## config.mk

```make
export PLATFORM = sky130hd
export DESIGN_NAME = break_reset_req
export DESIGN_NICKNAME = d
export VERILOG_FILES = /design/src/rtl/break_reset_pkg.sv /design/src/rtl/sync_2ff.sv /design/src/rtl/break_reset_req.sv
export SDC_FILE = /design/constraint.sdc
export NUM_CORES = 1
export LEC_CHECK = 0
export ABC_CLOCK_PERIOD_IN_PS = 1680
export CAP_MARGIN = 0
export CORE_MARGIN = 5
export CORE_UTILIZATION = 40
export DETAILED_ROUTE_END_ITERATION = 10
export PLACE_DENSITY_LB_ADDON = 0.3
export SKIP_LAST_GASP = 1
export SYNTH_ARGS = -nofsm -noshare
export SYNTH_HDL_FRONTEND = slang
export SYNTH_SLANG_ARGS = --single-unit
```

## constraint.sdc

```tcl
create_clock -name clk -period 1.68 [get_ports clk]
set_clock_uncertainty 0.1 [all_clocks]
set_input_delay 0.336 -clock clk [delete_from_list [all_inputs] [get_ports clk]]
set_output_delay 0.336 -clock clk [all_outputs]
set_load 0.05 [all_outputs]
```

## src/rtl/break_reset_pkg.sv

```systemverilog
// Shared types and sizing helpers for the UART-break reset requester.
package break_reset_pkg;

    typedef enum logic [2:0] {
        StIdle  = 3'd0,
        StArmed = 3'd1,
        StCount = 3'd2,
        StFire  = 3'd3,
        StRearm = 3'd4
    } state_e;

    // Bits needed to hold max_val, i.e. ceil(log2(max_val + 1)), never below 1.
    function automatic int unsigned cnt_width(input int unsigned max_val);
        int unsigned w;
        w = 1;
        for (int i = 1; i < 32; i++) begin
            if ((max_val >> i) != 0) begin
                w = i + 1;
            end
        end
        return w;
    endfunction

    function automatic int unsigned max_u(input int unsigned a, input int unsigned b);
        return (a > b) ? a : b;
    endfunction

endpackage

```

## src/rtl/sync_2ff.sv

```systemverilog
// Two-flop synchronizer for the raw rx line; both flops reset to the idle-high level.
(* keep_hierarchy = "yes" *)
module sync_2ff (
    input  logic i_clk,
    input  logic i_rst_n,
    input  logic i_d,
    output logic o_q
);

    logic r_meta;
    logic r_sync;

    always_ff @(posedge i_clk or negedge i_rst_n) begin
        if (!i_rst_n) begin
            r_meta <= 1'b1;
            r_sync <= 1'b1;
        end else begin
            r_meta <= i_d;
            r_sync <= r_meta;
        end
    end

    assign o_q = r_sync;

endmodule

```

## src/rtl/break_reset_req.sv

```systemverilog
// Detects a sustained UART break on rx and issues one fixed-width reset_req pulse per break.
module break_reset_req
    import break_reset_pkg::*;
#(
    parameter int unsigned CLKS_PER_BIT = 16,
    parameter int unsigned BREAK_BITS   = 20,
    parameter int unsigned PULSE_CYCLES = 4
) (
    input  logic clk,
    input  logic rst_n,
    input  logic rx,
    input  logic enable,
    output logic reset_req,
    output logic armed
);

    localparam int unsigned RunLen = CLKS_PER_BIT * BREAK_BITS;
    localparam int unsigned CntW   = cnt_width(max_u(RunLen, PULSE_CYCLES));

    typedef logic [CntW-1:0] cnt_t;

    localparam cnt_t CntOne    = cnt_t'(1);
    localparam cnt_t BitLast   = cnt_t'(CLKS_PER_BIT - 1);
    localparam cnt_t RunLast   = cnt_t'(RunLen - 1);
    localparam cnt_t PulseLast = cnt_t'(PULSE_CYCLES - 1);

    logic   w_rx_s;
    state_e r_state;
    state_e w_state_nxt;
    cnt_t   r_cnt;
    cnt_t   w_cnt_nxt;
    logic   r_abort;
    logic   w_abort_nxt;
    logic   r_reset_req;
    logic   r_armed;

    sync_2ff u_sync_rx (
        .i_clk   (clk),
        .i_rst_n (rst_n),
        .i_d     (rx),
        .o_q     (w_rx_s)
    );

    // One counter serves as high-run prescaler (IDLE/REARM), low-run length (COUNT)
    // and pulse timer (FIRE).
    always_comb begin
        w_state_nxt = r_state;
        w_cnt_nxt   = r_cnt;
        w_abort_nxt = 1'b0;

        unique case (r_state)
            StIdle: begin
                if (!enable || !w_rx_s) begin
                    w_cnt_nxt = '0;
                end else if (r_cnt == BitLast) begin
                    w_state_nxt = StArmed;
                    w_cnt_nxt   = '0;
                end else begin
                    w_cnt_nxt = r_cnt + CntOne;
                end
            end

            StArmed: begin
                if (!enable) begin
                    w_state_nxt = StIdle;
                    w_cnt_nxt   = '0;
                end else if (!w_rx_s) begin
                    w_state_nxt = StCount;
                    w_cnt_nxt   = CntOne;
                end else begin
                    w_cnt_nxt = '0;
                end
            end

            StCount: begin
                // Losing enable takes priority over completing the run.
                if (!enable) begin
                    w_state_nxt = StIdle;
                    w_cnt_nxt   = '0;
                end else if (w_rx_s) begin
                    w_state_nxt = StArmed;
                    w_cnt_nxt   = '0;
                end else if (r_cnt >= RunLast) begin
                    w_state_nxt = StFire;
                    w_cnt_nxt   = '0;
                end else begin
                    w_cnt_nxt = r_cnt + CntOne;
                end
            end

            StFire: begin
                // The pulse always runs to completion; a dropped enable only picks the exit.
                w_abort_nxt = r_abort | ~enable;
                if (r_cnt == PulseLast) begin
                    w_state_nxt = w_abort_nxt ? StIdle : StRearm;
                    w_cnt_nxt   = '0;
                    w_abort_nxt = 1'b0;
                end else begin
                    w_cnt_nxt = r_cnt + CntOne;
                end
            end

            StRearm: begin
                if (!enable) begin
                    w_state_nxt = StIdle;
                    w_cnt_nxt   = '0;
                end else if (!w_rx_s) begin
                    w_cnt_nxt = '0;
                end else if (r_cnt == BitLast) begin
                    w_state_nxt = StArmed;
                    w_cnt_nxt   = '0;
                end else begin
                    w_cnt_nxt = r_cnt + CntOne;
                end
            end

            default: begin
                w_state_nxt = StIdle;
                w_cnt_nxt   = '0;
            end
        endcase
    end

    always_ff @(posedge clk or negedge rst_n) begin
        if (!rst_n) begin
            r_state     <= StIdle;
            r_cnt       <= '0;
            r_abort     <= 1'b0;
            r_reset_req <= 1'b0;
            r_armed     <= 1'b0;
        end else begin
            r_state     <= w_state_nxt;
            r_cnt       <= w_cnt_nxt;
            r_abort     <= w_abort_nxt;
            r_reset_req <= (r_state == StFire);
            r_armed     <= (w_state_nxt == StArmed) || (w_state_nxt == StCount);
        end
    end

    assign reset_req = r_reset_req;
    assign armed     = r_armed;

endmodule

```

==> out/metrics.cfg, run 1 <==
[status]
status=complete, no violations

[setup_path]
cp_num_buf_inv=2
worstPathCellList=ha_4 -> nor4b_4 -> buf_4 -> nand4_1 -> o21ai_2 -> buf_6 -> a21oi_2
cp_max_fo=5
cp_top_family=flip-flops
end_kind=register
cp_slowest_cell=dfrtp_1
crit_start=r_cnt[1]
crit_path_max_incr_delay_ns=0.40
arrival_ns=1.73
critPathLaunchType=register
worstSetupPathType=reg -> reg
worstReg2RegStart=r_cnt[1]
required_ns=1.77

[routing]
vias=685
drt-initial-drc-count=8
route.detailed.drc=0
drt-total-wl_um=1802
wl_per_cell_um=13.65
ant_nets=0
via_per_inst=5.189
dr.pass1.iters=4

[logic_synthesis]
synth_edf_count=0
syn_area_um2=895.9
syn_inst=83
syn_area_per_cell_um2=10.79
ys_seq_elements=17
yosys_warnings=0
yosysSeqAreaShare_pct=47.77
ys_types=36
synth_nets=88
synth_top_cell_area_share_pct=41.90
yosys-top-cells-area=dfrtp_1 (42%), dfstp_2 (5.9%), a21oi_1 (5.0%)
synthArstFlopShare_pct=100.0
yosysTopAreaCell=dfrtp_1
synthFlopType=dfrtp_1

[floorplan]
die-area_mm2=0.003286
placement_rows=17
die_h_um=57.33
initial_core_util_pct=41.29
fp.coreArea_mm2=0.002170
ios=6
die_width_um=57.33

[sta]
max_freq_mhz=606.6
slew_violations=0
fin_crit_ns=1.649
final.setup.worst_slack_ns=0.03144
setup_viol=0
slew_headroom_pct=79.21
hold_viol_final=0
rsz0062_at_grt=yes
tightest_slew_ns=0.3077
period_share_pct=98.13

[clock_tree]
clock_sinks=17
clk_pin_slew_ns=0.10
clk-insertion-delay-late_ns=0.30
cts-htree-levels=1
cts_buffers=3
cts_root_buffer=clkbuf_4
cts_tree=yes
cts_hold_buf=0
clk_path_buf_depth=2

[layout]
utilization_pct=52.13
nets=110
drive_gt1_share_pct=37.50
final_cell_mix=dfrtp_1 (15), buf_4 (15), nand4_1 (5), a21oi_2 (5)
layoutNonFillerInstCount=132
area_growth_pct=26.26
diodes=0

[power]
peakVddDrop_uv=512.2
powerDensity_mw_per_mm2=620.3
p_leak_nw=0.4608

[global_route]
grtUsageTotal_pct=11.18
antenna_found_initial=0
grt_pass1_vias=649
grt_max_degree=18
grt_pass1_wl_um=2808
grt-ovfl-total=0

[placement]
post-place-ws_ns=-0.1296
hpwlAfterDp_um=1227
dp.cells=125
port_buffers=5
globalplace.congestion=0.8442

[job]
drv_cap=0

[hold_path]
min_path_type=in -> async

routing by layer:
metal | vias up | GRT usage (%) | routed length (um) | part of all wire (%)
met2 | 11 | 18.60 | 927 | 51
met1 | 326 | 12.97 | 786 | 44
met4 | 0 | 2.980 | 14 | 0.78
met3 | 2 | 5.204 | 74 | 4.1
met5 | - | 0 | 0 | 0
li1 | 346 | - | - | -
flip-flops by register name (all words and copies together), names as in the netlist:
name              flops
r_state               3
r_abort               1
reset_req             1
r_cnt                 9
u_sync_rx/o_q         1
armed                 1
u_sync_rx/r_meta      1
where the power goes:
part / switching [mW] / internal, mW / total [mW]
logic: 0.0281 / 0.0285 / 0.0566
clock network: 0.133 / 0.0927 / 0.226
registers: 0.00366 / 0.416 / 0.419
total: 0.165 / 0.537 / 0.702
area by class of cell:
class | instances | area (um^2)
Tap cell | 28 | 35.03
Timing Repair Buffer | 20 | 165.2
Sequential cell | 17 | 427.9
Inverter | 3 | 11.26
Clock buffer | 4 | 26.28
Fill cell | 218 | 1039
Multi-Input combinational cell | 60 | 465.4
final timing paths:
| check | to | slack (ns) | cells past startpoint |
|---|---|---|---|
| worst max-delay path | r_cnt[7] | 0.03 | 7 |
| worst min-delay path | armed | 0.24 | 2 |
| worst max register to register | r_cnt[7] | 0.03 | 7 |
| worst min register to register | u_sync_rx/o_q | 0.26 | 0 |
| max in group asynchronous | u_sync_rx/r_meta | 0.98 | 2 |
| min in group clk | u_sync_rx/o_q | 0.26 | 0 |
synthesized netlist by cell type (2+ instances only):
library cell,n
o21ai_0,4
nand2_1,5
nand3_1,3
xor2_1,4
dfrtp_1,15
and4bb_2,2
nand4_1,5
dfstp_2,2
a21oi_1,9
inv_1,3
xnor2_1,3
nor2_1,4
cell families after synthesis:
| group | synth area share, % |
|---|---|
| AO/OA/AOI/OAI | 15.08 |
| buffers and inverters | 4.468 |
| AND/OR/NAND/NOR | 24.44 |
| flip-flops | 47.77 |
| adder cells (fa/ha/maj) | 1.396 |
| XOR/XNOR | 6.844 |
repair_timing:
| item | 4_1_cts | 5_1_grt |
|---|---|---|
| gates cloned | 0 | 1 |
| setup endpoints to repair | 8 | 11 |
| gates resized for setup | 2 | 10 |
| buffers inserted | 0 | 2 |
| pin swaps | 0 | 6 |
| endpoints found under the hold margin | 0 | 0 |
metrics by stage:
step	setup TNS (ns)	total power, mW	instance area, um^2	hold WS, ns
final	0	0.7017	1131	0.2422
after global routing	-0.3643	0.7323	1131	0.2656
after CTS	0	0.6985	1070	0.2550
after detailed placement	-1.051	0.4752	1037	0.2543
after global placement	-0.6829	0.4744	1037	0.2459
after floorplan	0	0.4430	895.9	-0.05959
Note: power is estimated with default switching activity, not from simulation.
==> inputs of run 2 (changes only) <==
RECOVER_POWER = 100   (was unset)
==> run 2 against run 1 <==
  * Clock power about the same
  * Fmax is the same
  * Cell area down 0.77%
  * Hold slack better by 0.020 ns
  * Cell count did not move
  * Highest routed layer unchanged
  * Largest power group unchanged
==> out/metrics.cfg, run 2 (synthesis gave the netlist of run 1 again) <==
[layout]
area_growth_pct=25.28
largest_reg_flops=9  ; unchanged
nets=110  ; unchanged
final_cell_mix=dfrtp_1 (15), buf_4 (12), nand4_1 (5), a21oi_2 (5)
fillers=220  ; +0.92%
final_area_mm2=0.001122  ; -0.77%
drive_gt1_share_pct=36.54  ; -0.96 points
layoutNonFillerInstCount=132  ; unchanged
regMostFlops=r_cnt
reg.largest.list=r_cnt: 9 flops, r_state: 3 flops
layout_commonest_cell=dfrtp_1
diodes=0  ; unchanged

[setup_path]
arrival_ns=1.73  ; about the same
worstSetupPathType=reg -> reg
reg2reg_depth=7  ; unchanged
required_ns=1.77  ; about the same
reg2reg_slack_ns=0.03  ; about the same
critPathLaunchType=register
cp_max_fo=5  ; unchanged
crit_start=r_cnt[1]
r2r-end=r_cnt[7]
worstReg2RegStart=r_cnt[1]
end_kind=register

[sta]
slew_violations=0  ; unchanged
tightest_slew_ns=0.9162  ; +0.6084 ns
setup_tns_ns=0  ; unchanged
slew_headroom_pct=38.92  ; -40 points
hold_viol_final=0  ; unchanged
setup_viol=0  ; unchanged
period_share_pct=98.13  ; unchanged
max_freq_mhz=606.6  ; unchanged
rsz0062_at_grt=yes
fin_crit_ns=1.649  ; unchanged

[hold_path]
hold_depth=0
min_path_type=reg -> reg
holdPathEnd=u_sync_rx/o_q
hold_start=u_sync_rx/r_meta

[global_route]
grtUsageTotal_pct=11.18  ; unchanged
grt_max_degree=18  ; unchanged
grt_pass1_vias=649  ; unchanged
grt-ovfl-total=0  ; unchanged
grt_pass1_wl_um=2808  ; unchanged
antenna_found_initial=0  ; unchanged

[routing]
vias=685  ; unchanged
wl_per_cell_um=13.61  ; -0.28%
dr.pass1.iters=4  ; unchanged
drt-initial-drc-count=8  ; unchanged
ant_nets=0  ; unchanged
route.detailed.drc=0  ; unchanged
via_per_inst=5.189  ; unchanged
drt-total-wl_um=1797  ; -0.28%

[placement]
dp.cells=125  ; unchanged
placed_cell_area_mm2=0.001037  ; unchanged
globalplace.congestion=0.8442  ; unchanged
port_buffers=5  ; unchanged
hpwlAfterDp_um=1227  ; unchanged

[power]
p_switching_uw=164.9  ; about the same
powerDensity_mw_per_mm2=623.3  ; +0.48%
p_leak_nw=0.4561  ; -1.0%
power_frac_seq_pct=59.9  ; +0.2 points
p_int_uw=534.7  ; -0.38%
comb_power_share_pct=7.8  ; -0.3 points
peakVddDrop_uv=512.0  ; about the same
pwr-share-clk_pct=32.3  ; about the same
switching_share_pct=23.56  ; +0.065 points

[clock_tree]
cts_buffers=3  ; unchanged
cts_root_buffer=clkbuf_4
clk-insertion-delay-late_ns=0.30  ; about the same
cts_tree=yes
clk_path_buf_depth=2  ; unchanged
cts_hold_buf=0  ; unchanged
clock_sinks=17  ; unchanged
cts-htree-levels=1  ; unchanged
clk_pin_slew_ns=0.10  ; about the same

[floorplan]
die-area_mm2=0.003286  ; unchanged
initial_core_util_pct=41.29  ; unchanged
die_h_um=57.33  ; unchanged
fp.coreArea_mm2=0.002170  ; unchanged
ios=6  ; unchanged
die_width_um=57.33  ; unchanged
placement_rows=17  ; unchanged

[status]
status=complete, no violations

[job]
drv_cap=0  ; unchanged

run 2: cell count changes in the layout (fill, tap and decap cells not counted):
| cell | change |
|---|---|
| buf_4 | -3 |
| clkdlybuf4s50_1 | -2 |
| clkbuf_1 | +1 |
| dlygate4sd3_1 | +2 |
| clkbuf_2 | +2 |
run 2: layer usage:
metal  GRT usage [%]  vias to the layer above  routed length (um)  share of wire, %
li1                -                      346                   -                 -
met1           12.97                      326                 783                44
met5               0                        -                   0                 0
met4           2.980                        0                  14              0.78
met3           5.204                        2                  74               4.1
met2           18.60                       11                 925                51
run 2: final cells by class:
class,count,area (um^2),area share [%]
clock buffer,4,26.28,2.341
sequential,17,427.9,38.13
timing repair buffer,20,156.4,13.94
tap,28,35.03,3.122
inverter,3,11.26,1.003
multi-input combinational,60,465.4,41.47
run 2: worst max-delay path by stage:
stage	to	slack (ns)	depth (start not counted)
after global routing	r_cnt[4]	-0.05	7
after detailed placement	r_cnt[4]	-0.13	6
after floorplan	r_state[1]	0.02	5
after global placement	r_cnt[1]	-0.08	6
final	r_cnt[7]	0.03	7
after CTS	r_cnt[4]	0.009	7
run 2: critical path, stage by stage (launching register included):
cell and delay, ns:
dfrtp_1 0.40, ha_4 0.16, nor4b_4 0.26, buf_4 0.17
nand4_1 0.10, o21ai_2 0.12, buf_6 0.16, a21oi_2 0.06
run 2: through the flow:
stage	setup WS, ns	util, %	power (mW)	hold slack [ns]
6_report	0.03144	51.73	0.6996	0.2622
4_1_cts	0.008928	49.31	0.6985	0.2550
5_1_grt	-0.04824	51.73	0.7302	0.2725
3_5_place_dp	-0.1296	47.81	0.4752	0.2543
2_1_floorplan	0.01799	-	0.4430	-0.05959
3_3_place_gp	-0.07788	47.81	0.4744	0.2459
run 2: power by group through the flow:
stage / Clock, mW / Sequential [mW] / Combinational [mW]
final: 0.226 / 0.419 / 0.0546
after global routing: 0.249 / 0.420 / 0.0614
after CTS: 0.229 / 0.418 / 0.0507
after detailed placement: 0 / 0.426 / 0.0492
after global placement: 0 / 0.426 / 0.0485
after floorplan: 0 / 0.428 / 0.0149
run 2: repair_timing:
action	CTS	global route
pin swaps	0	6
gates resized for setup	2	10
buffers inserted	0	2
setup endpoints to repair	8	11
gates cloned	0	1
